--- config.mk ---
export PLATFORM = sky130hd
export DESIGN_NAME = array_output_fifo_flat
export DESIGN_NICKNAME = d
export VERILOG_FILES = /design/src/rtl/array_output_fifo_if.sv /design/src/rtl/array_output_fifo.sv /design/src/flat_wrapper.sv
export SDC_FILE = /design/constraint.sdc
export NUM_CORES = 2
export LEC_CHECK = 0
export BUFFER_PORTS_ARGS = -buffer_cell sky130_fd_sc_hd__buf_2
export CAP_MARGIN = 20
export CORE_ASPECT_RATIO = 1.25
export CORE_MARGIN = 8
export CORE_UTILIZATION = 40
export CTS_CLUSTER_SIZE = 12
export DETAILED_ROUTE_END_ITERATION = 10
export PLACE_DENSITY_LB_ADDON = 0.1
export SLEW_MARGIN = 10
export SYNTH_ARGS = -nofsm -noshare
export SYNTH_HDL_FRONTEND = slang
export SYNTH_SLANG_ARGS = --single-unit
--- constraint.sdc ---
create_clock -name clk -period 4.3 [get_ports clk]
set_input_delay 0.43 -clock clk [delete_from_list [all_inputs] [get_ports clk]]
set_output_delay 0.43 -clock clk [all_outputs]
set_load 0.1 [all_outputs]
--- src/rtl/array_output_fifo_if.sv ---
// Handshake bundle between the array output producer and the output FIFO.
// The master side drives the write ports and the consume/flush controls; the FIFO is the slave.
`timescale 1ns/1ps
interface array_output_fifo_if #(
  parameter int N_BITS          = 9,
  parameter int NUM_WRITE_PORTS = 4,
  parameter int COUNT_BITS      = 5
);
  logic [NUM_WRITE_PORTS-1:0]             in_valid;
  logic [NUM_WRITE_PORTS-1:0][31:0]       in_output;
  logic [NUM_WRITE_PORTS-1:0][N_BITS-1:0] in_row;
  logic [NUM_WRITE_PORTS-1:0][N_BITS-1:0] in_col;
  logic                                   in_ready;
  logic                                   flush;
  logic                                   out_valid;
  logic [31:0]                            out_output;
  logic [N_BITS-1:0]                      out_row;
  logic [N_BITS-1:0]                      out_col;
  logic                                   out_consume;
  logic [COUNT_BITS-1:0]                  count;
  logic                                   almost_full;
  logic                                   overflow;
  logic                                   idle;

  modport master (
    output in_valid, in_output, in_row, in_col, flush, out_consume,
    input  in_ready, out_valid, out_output, out_row, out_col,
           count, almost_full, overflow, idle
  );

  modport slave (
    input  in_valid, in_output, in_row, in_col, flush, out_consume,
    output in_ready, out_valid, out_output, out_row, out_col,
           count, almost_full, overflow, idle
  );
endinterface

--- src/rtl/array_output_fifo.sv ---
// Multi-port write, single-port read circular FIFO collecting unquantized array outputs
// with their matrix coordinates; a whole write group is accepted or dropped atomically.
`timescale 1ns/1ps
module array_output_fifo #(
  parameter int MAX_N           = 512,
  parameter int N_BITS          = $clog2(MAX_N),
  parameter int NUM_WRITE_PORTS = 4,
  parameter int DEPTH           = 16,
  parameter int AFULL_LEVEL     = DEPTH - NUM_WRITE_PORTS,
  parameter int PTR_BITS        = $clog2(DEPTH),
  parameter int COUNT_BITS      = $clog2(DEPTH + 1)
) (
  input logic               clk,
  input logic               reset,
  array_output_fifo_if.slave bus
);

  typedef struct packed {
    logic [31:0]       value;
    logic [N_BITS-1:0] row;
    logic [N_BITS-1:0] col;
  } entry_t;

  entry_t                mem_r [DEPTH];
  logic [PTR_BITS-1:0]   wr_ptr_r;
  logic [PTR_BITS-1:0]   rd_ptr_r;
  logic [COUNT_BITS-1:0] count_r;
  logic                  overflow_r;
  logic                  out_valid_r;
  logic                  almost_full_r;

  logic [COUNT_BITS-1:0] space_s;
  logic                  in_ready_s;
  logic                  any_valid_s;
  logic                  push_en_s;
  logic                  pop_en_s;
  logic [COUNT_BITS-1:0] push_cnt_s;
  logic [PTR_BITS-1:0]   slot_s [NUM_WRITE_PORTS];
  logic [COUNT_BITS-1:0] count_next_s;

  // Readiness depends only on registered occupancy, so no combinational path from the handshakes.
  always_comb begin
    space_s     = COUNT_BITS'(DEPTH) - count_r;
    in_ready_s  = (space_s >= COUNT_BITS'(NUM_WRITE_PORTS));
    any_valid_s = |bus.in_valid;
    push_en_s   = any_valid_s && in_ready_s && !bus.flush;
    pop_en_s    = (count_r != COUNT_BITS'(0)) && bus.out_consume && !bus.flush;
  end

  // Pack asserted ports into consecutive slots; a port's slot is wr_ptr plus the valid ports below it.
  always_comb begin
    push_cnt_s = COUNT_BITS'(0);
    for (int p = 0; p < NUM_WRITE_PORTS; p++) begin
      slot_s[p] = wr_ptr_r + PTR_BITS'(push_cnt_s);
      if (bus.in_valid[p]) begin
        push_cnt_s = push_cnt_s + COUNT_BITS'(1);
      end else begin
        push_cnt_s = push_cnt_s;
      end
    end
  end

  // Next occupancy; flush wins over any same-cycle push or pop.
  always_comb begin
    if (bus.flush) begin
      count_next_s = COUNT_BITS'(0);
    end else begin
      count_next_s = count_r
                   + (push_en_s ? push_cnt_s : COUNT_BITS'(0))
                   - (pop_en_s  ? COUNT_BITS'(1) : COUNT_BITS'(0));
    end
  end

  // Control state: pointers, occupancy, sticky overflow and the registered status flags.
  always_ff @(posedge clk) begin
    if (!reset) begin
      wr_ptr_r      <= PTR_BITS'(0);
      rd_ptr_r      <= PTR_BITS'(0);
      count_r       <= COUNT_BITS'(0);
      overflow_r    <= 1'b0;
      out_valid_r   <= 1'b0;
      almost_full_r <= 1'b0;
    end else begin
      count_r       <= count_next_s;
      out_valid_r   <= (count_next_s != COUNT_BITS'(0));
      almost_full_r <= (count_next_s >= COUNT_BITS'(AFULL_LEVEL));
      if (bus.flush) begin
        wr_ptr_r <= PTR_BITS'(0);
        rd_ptr_r <= PTR_BITS'(0);
      end else begin
        if (push_en_s) begin
          wr_ptr_r <= wr_ptr_r + PTR_BITS'(push_cnt_s);
        end
        if (pop_en_s) begin
          rd_ptr_r <= rd_ptr_r + PTR_BITS'(1);
        end
      end
      // A group arriving during a flush is discarded by the flush, not counted as a drop.
      if (any_valid_s && !in_ready_s && !bus.flush) begin
        overflow_r <= 1'b1;
      end
    end
  end

  // Entry storage is deliberately unreset; only the control state above is cleared.
  always_ff @(posedge clk) begin
    if (push_en_s) begin
      for (int p = 0; p < NUM_WRITE_PORTS; p++) begin
        if (bus.in_valid[p]) begin
          mem_r[slot_s[p]] <= '{value: bus.in_output[p], row: bus.in_row[p], col: bus.in_col[p]};
        end
      end
    end
  end

  assign bus.in_ready    = in_ready_s;
  assign bus.out_valid   = out_valid_r;
  assign bus.out_output  = mem_r[rd_ptr_r].value;
  assign bus.out_row     = mem_r[rd_ptr_r].row;
  assign bus.out_col     = mem_r[rd_ptr_r].col;
  assign bus.count       = count_r;
  assign bus.almost_full = almost_full_r;
  assign bus.overflow    = overflow_r;
  assign bus.idle        = (count_r == COUNT_BITS'(0)) && !any_valid_s;

endmodule
--- src/flat_wrapper.sv ---
// flat-port wrapper written by rule: the top's interface ports become plain ports
module array_output_fifo_flat 
#(
  parameter int MAX_N           = 512,
  parameter int N_BITS          = $clog2(MAX_N),
  parameter int NUM_WRITE_PORTS = 4,
  parameter int DEPTH           = 16,
  parameter int AFULL_LEVEL     = DEPTH - NUM_WRITE_PORTS,
  parameter int PTR_BITS        = $clog2(DEPTH),
  parameter int COUNT_BITS      = $clog2(DEPTH + 1)
)
  (clk, reset, bus_in_valid, bus_in_output, bus_in_row, bus_in_col, bus_flush, bus_out_consume, bus_in_ready, bus_out_valid, bus_out_output, bus_out_row, bus_out_col, bus_count, bus_almost_full, bus_overflow, bus_idle);
  array_output_fifo_if #(.N_BITS(N_BITS), .NUM_WRITE_PORTS(NUM_WRITE_PORTS), .COUNT_BITS(COUNT_BITS)) bus_i ();
  input logic clk;
  input logic reset;
  input wire logic [$bits(bus_i.in_valid)-1:0] bus_in_valid;
  input wire logic [$bits(bus_i.in_output)-1:0] bus_in_output;
  input wire logic [$bits(bus_i.in_row)-1:0] bus_in_row;
  input wire logic [$bits(bus_i.in_col)-1:0] bus_in_col;
  input wire logic [$bits(bus_i.flush)-1:0] bus_flush;
  input wire logic [$bits(bus_i.out_consume)-1:0] bus_out_consume;
  output wire logic [$bits(bus_i.in_ready)-1:0] bus_in_ready;
  output wire logic [$bits(bus_i.out_valid)-1:0] bus_out_valid;
  output wire logic [$bits(bus_i.out_output)-1:0] bus_out_output;
  output wire logic [$bits(bus_i.out_row)-1:0] bus_out_row;
  output wire logic [$bits(bus_i.out_col)-1:0] bus_out_col;
  output wire logic [$bits(bus_i.count)-1:0] bus_count;
  output wire logic [$bits(bus_i.almost_full)-1:0] bus_almost_full;
  output wire logic [$bits(bus_i.overflow)-1:0] bus_overflow;
  output wire logic [$bits(bus_i.idle)-1:0] bus_idle;
  assign bus_i.in_valid = bus_in_valid;
  assign bus_i.in_output = bus_in_output;
  assign bus_i.in_row = bus_in_row;
  assign bus_i.in_col = bus_in_col;
  assign bus_i.flush = bus_flush;
  assign bus_i.out_consume = bus_out_consume;
  assign bus_in_ready = bus_i.in_ready;
  assign bus_out_valid = bus_i.out_valid;
  assign bus_out_output = bus_i.out_output;
  assign bus_out_row = bus_i.out_row;
  assign bus_out_col = bus_i.out_col;
  assign bus_count = bus_i.count;
  assign bus_almost_full = bus_i.almost_full;
  assign bus_overflow = bus_i.overflow;
  assign bus_idle = bus_i.idle;
  array_output_fifo #(.MAX_N(MAX_N), .N_BITS(N_BITS), .NUM_WRITE_PORTS(NUM_WRITE_PORTS), .DEPTH(DEPTH), .AFULL_LEVEL(AFULL_LEVEL), .PTR_BITS(PTR_BITS), .COUNT_BITS(COUNT_BITS)) u_core (.clk(clk), .reset(reset), .bus(bus_i));
endmodule
==> reports/metrics.csv <==
metric,value,unit
cts_num_sinks,820,
setup-violations-final,0,
ys_ff_latch,820,
start_util,0.402,
hold_depth,2,
cts_setup_buffers,0,
drv_cap,0,
via_per_inst,8.18,
hold_viol_final,0,
grt_usage,0.405,
maxSlewHeadroom,0.194,
tns,0,ns
first_pass_iters,9,
portBuffers,267,
cp-end-kind,flop,
drt_drc_violations_left,0,
clock.fmax,249,MHz
tightest_slew,1.21,ns
die_w,356,um
arrival,4.53,ns
synth_top_flop_cell,edfxtp_1,
hp-class,in2reg,
placed_cell_area,0.0618,mm2
totalWireLength,334000,um
drive_gt1_frac,0.185,
syn-num-nets,6033,
r2r.worst_path.cells,9,
yosysTopAreaCellShare,0.415,
io-pin-count,268,
synth-warning-count,0,
antenna_left,0,
nNetsFinal,5646,
synth_cell_types,63,
overflow,0,
ir_drop,498,uV
coreArea,0.144,mm2
synthTopCellsByCount,"nand3_1 (820), nor2_1 (820), a221oi_1 (800), edfxtp_1 (800), o31ai_1 (800)",
hpwl,184000,um
synth_area_per_cell,9.99,um2
grt_max_degree,149,
row_count,156,
async_flop_share,0,
worstSetupPathType,reg2reg,
cts_tree,built,
path_clk_slew,0.06,ns
cts_buffers,95,
syn_inst,5798,
drv_slew,0,
start_kind,flop,
gp_congestion,0.946,
fin_skew,0.0389,ns
final_cell_area,0.0650,mm2
h-tree-depth,3,
dr_total_vias,60600,
grt_pass1_vias,57600,
outcome,"finished, final reports clean",
p_total,30.6,mW
root_buffer,clkbuf_16,
die_h,442,um
timing.rr.start,u_core.wr_ptr_r[0]$_SDFFE_PP0N_,
clkLatencyLatePin,0.75,ns
finalCritPeriodShare,0.933,
netlist_area,0.0579,mm2
antenna_found_initial,32,
grt_pass1_wl,458000,um
cts_hold_buf,0,
synth.largest_area_cell,edfxtp_1,
area_growth,12.1,%
final_util,0.450,
synth_edf_count,800,
r2r_setup_slack,0.29,ns
nFillCells,13300,
synth.area.top_cells,"edfxtp_1 (41%), a221oi_1 (12%), o31ai_1 (10%), mux4_2 (9.7%), nand3_1 (7.1%)",
wl_per_cell,45.1,um
grt_setup_unrepaired,false,
crit_fanout,42,
final.min_clock_period,4.01,ns
worstHoldStart,reset,
die-area,0.157,mm2
worstPathRequired,4.82,ns
drtIter0Drc,12200,
yosysSeqAreaShare,0.422,
leakage,19.5,nW
ctsResizeCount,0,
cts.path.max_buffers,3,
cp-startpoint,u_core.wr_ptr_r[0]$_SDFFE_PP0N_,
power_density,471,mW/mm2
## stage by stage
| step | instances | hold slack (ns) | worst slack [ns] |
|---|---|---|---|
| floorplan | 5798 | 0.485 | 0.0360 |
| global placement | 7210 | 0.517 | 0.220 |
| detailed placement | 7210 | 0.525 | 0.229 |
| CTS | 7385 | 0.0314 | 0.339 |
| global route | 7396 | 0.0789 | 0.269 |
| finish | 7404 | 0.0912 | 0.288 |
## worst max-delay path, cell delays in order, from the launching register on
cell and delay [ns]:
dfxtp_1 0.61, ha_1 0.40, ha_1 0.52, nand2b_1 0.26
o32ai_4 0.15, buf_12 0.30, nand3_4 0.14, buf_4 0.72
a221oi_1 0.22, o31ai_1 0.33
## report_power, final
part           switching [mW]  internal [mW]
combinational            8.86           3.15
sequential              0.256           9.85
clock                    3.73           4.75
total                    12.8           17.8
## cell usage in the layout, fill, tap and decap left out, types with 5 or more instances in the layout
cell type,synthesis,routed
bufinv_16,0,8
buf_2,205,267
nor2_1,820,820
o211ai_4,0,11
dfxtp_1,20,16
buf_12,0,131
ha_1,23,23
diode_2,0,19
a221oi_1,800,800
a211oi_4,0,12
mux4_2,250,250
nand3_4,0,15
a21boi_0,96,96
nand2b_1,9,8
nand3b_1,7,7
edfxtp_1,800,800
clkbuf_1,622,20
nor2b_1,7,7
buf_4,0,132
nor3_4,1,5
xnor2_1,6,6
nand2_1,29,28
and2_1,123,106
xor2_1,7,7
nor3_1,6,6
o211ai_1,13,13
a211o_4,0,9
a21oi_1,12,12
mux2i_1,11,7
and2_4,0,17
clkinv_2,0,20
inv_1,21,21
a21o_1,5,5
nand3_1,820,805
o31ai_1,800,800
clkbuf_16,0,100
clkinv_1,0,20
a31oi_1,5,5
## flip-flops by register name (all words and copies together), names as in the netlist, named ones only
| signal | flops |
|---|---|
| u_core.bus.overflow | 1 |
| u_core.mem_r | 800 |
| u_core.bus.count | 5 |
| u_core.wr_ptr_r | 4 |
| u_core.bus.almost_full | 1 |
| u_core.rd_ptr_r | 4 |
| u_core.bus.out_valid | 1 |
## routing by layer
layer / track usage / up-vias / wire (um)
li1: - / 22500 / -
met1: 0.509 / 29600 / 115000
met2: 0.589 / 6627 / 140000
met3: 0.128 / 1793 / 49300
met4: 0.289 / 24 / 28600
met5: 0.00277 / - / 174
## path summary, 6_finish.rpt
check / end
max: u_core.mem_r[4][23]$_DFFE_PP_
min: u_core.bus.out_valid$_SDFF_PN0_
min reg2reg: u_core.rd_ptr_r[3]$_SDFFE_PP0P_
max reg2reg: u_core.mem_r[4][23]$_DFFE_PP_
## cells by family after synthesis
kind of cell	after synthesis	share of synthesized area
muxes	264	0.0997
AOI/OAI and AO/OA	1786	0.251
DFF	820	0.422
adders and majority gates	27	0.00635
xor gates and xnor gates	13	0.00197
other	1	0.0000647
buffers and inverters	1036	0.0721
and+or+nand+nor	1851	0.147
## cell type report
type,instances,area [um2],area share
sequential,820,24400,0.376
timing repair buffer,530,4950,0.0762
clock buffer,123,2620,0.0403
multi-input combinational,3942,30000,0.462
antenna,19,47.5,0.000732
tap,1896,2370,0.0365
inverter,22,82.6,0.00127
clock inverter,52,455,0.00701
(Power assumes the default switching activity.)
